## src/rtl/memory_stage_pkg.sv

```systemverilog
// Shared types and constants for the memory stage: FSM state encoding and
// timeout counter sizing.
package memory_stage_pkg;

  typedef enum logic [1:0] {
    IDLE   = 2'd0,
    ACCESS = 2'd1,
    DONE   = 2'd2
  } state_t;

  localparam int unsigned MEM_TIMEOUT_DEFAULT = 15;

  // Counter must be able to hold MEM_TIMEOUT itself.
  function automatic int unsigned timer_width(input int unsigned timeout);
    return $clog2(timeout + 1);
  endfunction

  localparam int unsigned TIMER_W_DEFAULT = $clog2(MEM_TIMEOUT_DEFAULT + 1);

endpackage

```

## src/rtl/memory_stage_if.sv

```systemverilog
// Data-memory bus between the memory stage (master) and the memory (slave).
interface memory_stage_if #(
  parameter int unsigned REG_WIDTH = 16
);

  logic [REG_WIDTH-1:0] o_R_mem_addr;
  logic [REG_WIDTH-1:0] o_R_mem_wdata;
  logic                 o_1_mem_req;
  logic                 o_1_mem_we;
  logic                 i_1_mem_ack;
  logic [REG_WIDTH-1:0] i_R_mem_rdata;

  modport master (
    output o_R_mem_addr,
    output o_R_mem_wdata,
    output o_1_mem_req,
    output o_1_mem_we,
    input  i_1_mem_ack,
    input  i_R_mem_rdata
  );

  modport slave (
    input  o_R_mem_addr,
    input  o_R_mem_wdata,
    input  o_1_mem_req,
    input  o_1_mem_we,
    output i_1_mem_ack,
    output i_R_mem_rdata
  );

endinterface

```

## src/rtl/memory_stage_mem_timer.sv

```systemverilog
// Access timeout counter: cleared at request start, counts un-acked request
// cycles, flags the cycle whose increment reaches MEM_TIMEOUT.
module mem_timer
  import memory_stage_pkg::*;
#(
  parameter int unsigned MEM_TIMEOUT = MEM_TIMEOUT_DEFAULT
) (
  input  logic clk,
  input  logic rst,
  input  logic clear,
  input  logic enable,
  output logic expired
);

  localparam int unsigned CNT_W = timer_width(MEM_TIMEOUT);

  logic [CNT_W-1:0] count;

  // Expiry is the cycle that would bring the count to MEM_TIMEOUT, so the
  // request stays high for exactly MEM_TIMEOUT cycles.
  assign expired = enable && (count == CNT_W'(MEM_TIMEOUT - 1));

  always_ff @(posedge clk) begin
    if (rst || clear) begin
      count <= '0;
    end else if (enable && (count != CNT_W'(MEM_TIMEOUT))) begin
      count <= count + CNT_W'(1);
    end
  end

endmodule

```

## src/rtl/memory_stage.sv

```systemverilog
// Pipeline memory stage: issues one data-memory access per load/store,
// stalls upstream until it completes or times out, then retires to writeback.
module memory_stage
  import memory_stage_pkg::*;
#(
  parameter int unsigned REG_WIDTH   = 16,
  parameter int unsigned MEM_TIMEOUT = MEM_TIMEOUT_DEFAULT
) (
  input  logic                 clk,
  input  logic                 rst,
  input  logic                 i_1_alu_zero,
  input  logic [REG_WIDTH-1:0] i_R_alu_out,
  input  logic [REG_WIDTH-1:0] i_R_wr_data,
  input  logic [3:0]           i_4_reg_wr_addr,
  input  logic [REG_WIDTH-1:0] i_R_pc_branch,
  input  logic                 i_1_mem_addr_sel,
  input  logic                 i_1_reg_wr_en,
  input  logic                 i_1_mem2reg_sel,
  input  logic                 i_1_mem_wr_en,
  input  logic                 i_1_branch,
  output logic                 o_1_stall,
  output logic [REG_WIDTH-1:0] or_R_wb_data,
  output logic [3:0]           or_4_wb_addr,
  output logic                 or_1_wb_en,
  output logic                 or_1_pc_src,
  output logic [REG_WIDTH-1:0] or_R_pc_target,
  output logic                 or_1_mem_err,
  memory_stage_if.master       mem
);

  state_t state;
  state_t state_next;

  logic                 access;
  logic [REG_WIDTH-1:0] access_addr;
  logic                 stall;
  logic                 start;
  logic                 retire;
  logic                 ack_ok;
  logic                 timer_en;
  logic                 timer_expired;
  logic                 timed_out;
  logic [REG_WIDTH-1:0] hold;
  logic                 load_wb;

  assign access      = i_1_mem_wr_en | i_1_mem2reg_sel;
  assign access_addr = i_1_mem_addr_sel ? i_R_alu_out : i_R_wr_data;
  // Store wins when both are set, so writeback takes the ALU result.
  assign load_wb     = i_1_mem2reg_sel & ~i_1_mem_wr_en;

  mem_timer #(
    .MEM_TIMEOUT(MEM_TIMEOUT)
  ) u_mem_timer (
    .clk    (clk),
    .rst    (rst),
    .clear  (start),
    .enable (timer_en),
    .expired(timer_expired)
  );

  always_ff @(posedge clk) begin
    if (rst) begin
      state <= IDLE;
    end else begin
      state <= state_next;
    end
  end

  always_comb begin
    state_next = state;
    stall      = 1'b0;
    start      = 1'b0;
    retire     = 1'b0;
    ack_ok     = 1'b0;
    timer_en   = 1'b0;
    case (state)
      IDLE: begin
        if (access) begin
          state_next = ACCESS;
          stall      = 1'b1;
          start      = 1'b1;
        end else begin
          retire = 1'b1;
        end
      end
      ACCESS: begin
        stall    = 1'b1;
        ack_ok   = mem.i_1_mem_ack;
        timer_en = ~mem.i_1_mem_ack;
        if (mem.i_1_mem_ack || timer_expired) begin
          state_next = DONE;
        end
      end
      DONE: begin
        state_next = IDLE;
        retire     = 1'b1;
      end
      default: state_next = IDLE;
    endcase
  end

  assign o_1_stall       = stall;
  assign mem.o_1_mem_req = (state == ACCESS);

  always_ff @(posedge clk) begin
    if (rst) begin
      mem.o_R_mem_addr  <= '0;
      mem.o_R_mem_wdata <= '0;
      mem.o_1_mem_we    <= 1'b0;
      hold              <= '0;
      timed_out         <= 1'b0;
      or_1_mem_err      <= 1'b0;
      or_R_wb_data      <= '0;
      or_4_wb_addr      <= '0;
      or_1_wb_en        <= 1'b0;
      or_1_pc_src       <= 1'b0;
      or_R_pc_target    <= '0;
    end else begin
      if (start) begin
        mem.o_R_mem_addr  <= access_addr;
        mem.o_R_mem_wdata <= i_R_wr_data;
        mem.o_1_mem_we    <= i_1_mem_wr_en;
        timed_out         <= 1'b0;
      end

      if (ack_ok) begin
        hold <= mem.i_R_mem_rdata;
      end else if (timer_expired) begin
        hold         <= '0;
        timed_out    <= 1'b1;
        or_1_mem_err <= 1'b1;
      end

      // timed_out is only meaningful for the instruction retiring from DONE.
      if (retire) begin
        or_R_wb_data   <= load_wb ? hold : i_R_alu_out;
        or_4_wb_addr   <= i_4_reg_wr_addr;
        or_1_wb_en     <= i_1_reg_wr_en & ~((state == DONE) & timed_out);
        or_1_pc_src    <= i_1_branch & i_1_alu_zero;
        or_R_pc_target <= i_R_pc_branch;
      end else begin
        or_1_wb_en  <= 1'b0;
        or_1_pc_src <= 1'b0;
      end
    end
  end

endmodule

```

## src/flat_wrapper.sv

```systemverilog
// flat-port wrapper written by rule: the top's interface ports become plain ports
module memory_stage_flat import memory_stage_pkg::*;
#(
  parameter int unsigned REG_WIDTH   = 16,
  parameter int unsigned MEM_TIMEOUT = MEM_TIMEOUT_DEFAULT
)
  (clk, rst, i_1_alu_zero, i_R_alu_out, i_R_wr_data, i_4_reg_wr_addr, i_R_pc_branch, i_1_mem_addr_sel, i_1_reg_wr_en, i_1_mem2reg_sel, i_1_mem_wr_en, i_1_branch, o_1_stall, or_R_wb_data, or_4_wb_addr, or_1_wb_en, or_1_pc_src, or_R_pc_target, or_1_mem_err, mem_o_R_mem_addr, mem_o_R_mem_wdata, mem_o_1_mem_req, mem_o_1_mem_we, mem_i_1_mem_ack, mem_i_R_mem_rdata);
  memory_stage_if #(.REG_WIDTH(REG_WIDTH)) mem_i ();
  input  logic clk;
  input  logic rst;
  input  logic i_1_alu_zero;
  input  logic [REG_WIDTH-1:0] i_R_alu_out;
  input  logic [REG_WIDTH-1:0] i_R_wr_data;
  input  logic [3:0] i_4_reg_wr_addr;
  input  logic [REG_WIDTH-1:0] i_R_pc_branch;
  input  logic i_1_mem_addr_sel;
  input  logic i_1_reg_wr_en;
  input  logic i_1_mem2reg_sel;
  input  logic i_1_mem_wr_en;
  input  logic i_1_branch;
  output logic o_1_stall;
  output logic [REG_WIDTH-1:0] or_R_wb_data;
  output logic [3:0] or_4_wb_addr;
  output logic or_1_wb_en;
  output logic or_1_pc_src;
  output logic [REG_WIDTH-1:0] or_R_pc_target;
  output logic or_1_mem_err;
  output wire logic [$bits(mem_i.o_R_mem_addr)-1:0] mem_o_R_mem_addr;
  output wire logic [$bits(mem_i.o_R_mem_wdata)-1:0] mem_o_R_mem_wdata;
  output wire logic [$bits(mem_i.o_1_mem_req)-1:0] mem_o_1_mem_req;
  output wire logic [$bits(mem_i.o_1_mem_we)-1:0] mem_o_1_mem_we;
  input wire logic [$bits(mem_i.i_1_mem_ack)-1:0] mem_i_1_mem_ack;
  input wire logic [$bits(mem_i.i_R_mem_rdata)-1:0] mem_i_R_mem_rdata;
  assign mem_o_R_mem_addr = mem_i.o_R_mem_addr;
  assign mem_o_R_mem_wdata = mem_i.o_R_mem_wdata;
  assign mem_o_1_mem_req = mem_i.o_1_mem_req;
  assign mem_o_1_mem_we = mem_i.o_1_mem_we;
  assign mem_i.i_1_mem_ack = mem_i_1_mem_ack;
  assign mem_i.i_R_mem_rdata = mem_i_R_mem_rdata;
  memory_stage #(.REG_WIDTH(REG_WIDTH), .MEM_TIMEOUT(MEM_TIMEOUT)) u_core (.clk(clk), .rst(rst), .i_1_alu_zero(i_1_alu_zero), .i_R_alu_out(i_R_alu_out), .i_R_wr_data(i_R_wr_data), .i_4_reg_wr_addr(i_4_reg_wr_addr), .i_R_pc_branch(i_R_pc_branch), .i_1_mem_addr_sel(i_1_mem_addr_sel), .i_1_reg_wr_en(i_1_reg_wr_en), .i_1_mem2reg_sel(i_1_mem2reg_sel), .i_1_mem_wr_en(i_1_mem_wr_en), .i_1_branch(i_1_branch), .o_1_stall(o_1_stall), .or_R_wb_data(or_R_wb_data), .or_4_wb_addr(or_4_wb_addr), .or_1_wb_en(or_1_wb_en), .or_1_pc_src(or_1_pc_src), .or_R_pc_target(or_R_pc_target), .or_1_mem_err(or_1_mem_err), .mem(mem_i));
endmodule
```

## config.mk

```make
export PLATFORM = sky130hd
export DESIGN_NAME = memory_stage_flat
export DESIGN_NICKNAME = d
export VERILOG_FILES = /design/src/rtl/memory_stage_pkg.sv /design/src/rtl/memory_stage_if.sv /design/src/rtl/memory_stage_mem_timer.sv /design/src/rtl/memory_stage.sv /design/src/flat_wrapper.sv
export SDC_FILE = /design/constraint.sdc
export NUM_CORES = 1
export LEC_CHECK = 0
export BUFFER_PORTS_ARGS = -buffer_cell sky130_fd_sc_hd__buf_2
export CAP_MARGIN = 20
export CORE_MARGIN = 2
export CORE_UTILIZATION = 40
export CTS_BUF_LIST = sky130_fd_sc_hd__clkbuf_16
export DETAILED_ROUTE_END_ITERATION = 16
export PLACE_DENSITY = 0.67
export SLEW_MARGIN = 25
export SYNTH_ARGS = -nofsm -noshare
export SYNTH_HDL_FRONTEND = slang
export SYNTH_SLANG_ARGS = --single-unit
export TNS_END_PERCENT = 20
```

## constraint.sdc

```tcl
create_clock -name clk -period 3.4 [get_ports clk]
set_clock_uncertainty 0.05 [all_clocks]
set_input_delay 0.17 -clock clk [delete_from_list [all_inputs] [get_ports clk]]
set_output_delay 0.17 -clock clk [all_outputs]
set_load 0.005 [all_outputs]
```

==> flow_summary.toml <==
[floorplan]
core-area_sq_um = 9684
num_rows = 36
die_h_microns = 103.4
die_area_sq_um = 10690
chipWidth_microns = 103.4
initial_utilization_pct = 40.81
io_pins = 151

[cells_and_area]
final_layout_size_suffix_gt1_share_pct = 30.89
nets = 647
syn_to_final_growth_pct = 26.59
n_fill_cell = 949
num_antenna_cells = 0
layout_common_cells = "buf_2 (149), dfxtp_1 (95), a21oi_1 (90), o21ai_0 (51), nand3_1 (39)"
final_common_cell = "buf_2"

[drt]
viasPerCell = 5.473
drtIter0Drc = 175
dr.pass1.iters = 4
drt_wl_total_microns = 11390
dr_total_vias = 3864
wire_per_inst_microns = 16.13
route.antenna.remaining_nets = 0
route.detailed.drc = 0

[critical_path]
critPathRequiredTime_ps = 3180
worst_setup_path_end_kind = "output port"
crit_fanout = 54
startpoint_type = "flip-flop"
crit_arrival_ps = 2300
critPathKind = "flip-flop to output port"

[clock_network]
clk_pin_slew_ps = 70
cts_made_buffers = 9
clockBufferDepth = 2
post-cts-setup-buffers = 0
clk_latency_ps = 340
cts_tree = "done"
cts_resized = 0
h-tree-depth = 3
cts_sinks = 95
ctsHoldBuffers = 2
root_buffer = "clkbuf_16"

[sta]
hold_viol = 0
layout_min_cycle_time_ps = 2522
setup-violations-final = 0
slew_headroom_pct = 34.45
rsz0062_at_grt = "false"
slew_violations = 0
tightest_slew_ps = 983.3
period_share_pct = 74.19
max_freq_ghz = 0.3965
tns_ps = 0
fin_ws_ps = 877.7

[yosys]
seq_area_frac_synth_pct = 48.12
synth-edff-count = 0
avgSynthCellArea_sq_um = 8.842
synth_ff_type = "dfxtp_1"
syn_inst = 447
synth-seq-cells = 95
yosysWarningCount = 0
synthesis.area_sq_um = 3953
yosysUniqueCellTypes = 35
synthArstFlopShare_pct = 0
syn-num-nets = 526

[grt]
grt_pass1_vias = 3460
grt_usage_pct = 20.82
antenna_found_initial = 1
overflow = 0
grt_pass1_wl_microns = 17390
grt_max_degree = 95

[run_status]
status = "finished, final reports clean"

[power]
pwr-share-comb_pct = 16.1
switching_power_uw = 709.1
power.share.sequential_pct = 48.6
leakage_uw = 0.002208
intPower_uw = 1860
fin_total_pwr_uw = 2569
peakVddDrop_uv = 218.9
powerDensity_nw_per_um2 = 513.4
clkPwrFrac_pct = 35.3
swShare_pct = 27.60

[place]
port_buffers = 150
dpl_worst_slack_ps = 1003
place_congestion = 0.8364
hpwlAfterDp_microns = 7783

[flow_run]
cap_violations = 0

[worst_hold_path]
worstHoldPathType = "primary input to flip-flop"
==> registers in the layout (all words and copies together), names as in the netlist <==
signal                    cells
u_core.hold                  16
u_core.mem.o_R_mem_addr      16
u_core.mem.o_R_mem_wdata     16
u_core.or_R_pc_target        16
u_core.or_R_wb_data          16
u_core.or_4_wb_addr           4
u_core.u_mem_timer.count      4
u_core.state                  2
u_core.mem.o_1_mem_we         1
u_core.or_1_mem_err           1
u_core.or_1_pc_src            1
u_core.or_1_wb_en             1
u_core.timed_out              1
==> final timing paths <==
check | depth (start not counted) | slack [ps] | to | start
worst max-delay path | 3 | 880 | o_1_stall | u_core.state[0]$_SDFFE_PP0P_
worst min-delay path | 3 | 5 | u_core.or_1_pc_src$_SDFF_PP0_ | i_1_branch
worst max register to register | 4 | 990 | u_core.mem.o_R_mem_addr[8]$_SDFFE_PP0P_ | u_core.state[0]$_SDFFE_PP0P_
worst min register to register | 1 | 400 | u_core.or_1_wb_en$_SDFF_PP0_ | u_core.timed_out$_SDFF_PP0_
==> cell type report <==
cell class                      instances  area, sq um  share of cell area, %
Inverter                                6        22.52                 0.4501
Clock buffer                            9        225.2                  4.501
Tap cell                              133        166.4                  3.326
Sequential cell                        95         1902                  38.01
Clock inverter                          7        41.29                 0.8252
Timing Repair Buffer                  157        814.5                  16.28
Multi-Input combinational cell        299         1832                  36.61
==> Yosys cell counts (all sizes together) (2+ instances only) <==
library cell	number	area, sq um
inv	6	22.52
a211oi	19	147.6
dfxtp	95	1902
nor2	5	18.77
and3	3	18.77
o21ai	54	270.3
nand2b	3	18.77
buf	17	97.59
a311oi	17	148.9
clkbuf	30	112.6
mux2i	32	320.3
or2	2	12.52
o41ai	2	17.52
a21oi	90	450.4
ha	2	25.02
nand2	20	75.07
nand3	39	195.2
==> per-layer routing <==
metal / vias to the layer above / share of wire (%) / track usage [%]
li1: 1890 / - / -
met1: 1805 / 45 / 29.19
met3: 8 / 9.8 / 5.511
met2: 159 / 44 / 31.46
met4: 2 / 0.47 / 6.377
met5: - / 0.11 / 0
==> power groups by stage <==
stage | clock (uW) | combinational, uW | sequential (uW)
CTS | 921 | 415 | 1250
global route | 961 | 464 | 1260
detailed placement | 0 | 414 | 1270
finish | 907 | 415 | 1250
floorplan | 0 | 245 | 1260
global placement | 0 | 401 | 1270
==> through the flow <==
stage | util, % | instances | cell area [sq um] | hold WS, ps
6_report | 51.67 | 706 | 5004 | 4.524
5_1_grt | 51.67 | 706 | 5004 | 24.65
4_1_cts | 51.55 | 705 | 4992 | 3.779
3_5_place_dp | 48.59 | 687 | 4706 | 348.5
3_3_place_gp | 48.59 | 687 | 4706 | 340.1
2_1_floorplan | - | 447 | 3953 | 233.8
==> cells by family after synthesis <==
logic type / Yosys count / share of synthesized area (%)
DFF: 95 / 48.12
adders and majority gates: 2 / 0.6330
buffers and inverters: 53 / 5.888
AOI/OAI and AO/OA: 186 / 27.13
muxes: 32 / 8.104
and+or+nand+nor: 79 / 10.13
==> critical path: stages (launching register included) <==
cell     delay [ps]
dfxtp_1         910
inv_2           620
a21oi_1         270
buf_2           150
Power figures use the tool's default switching activity.
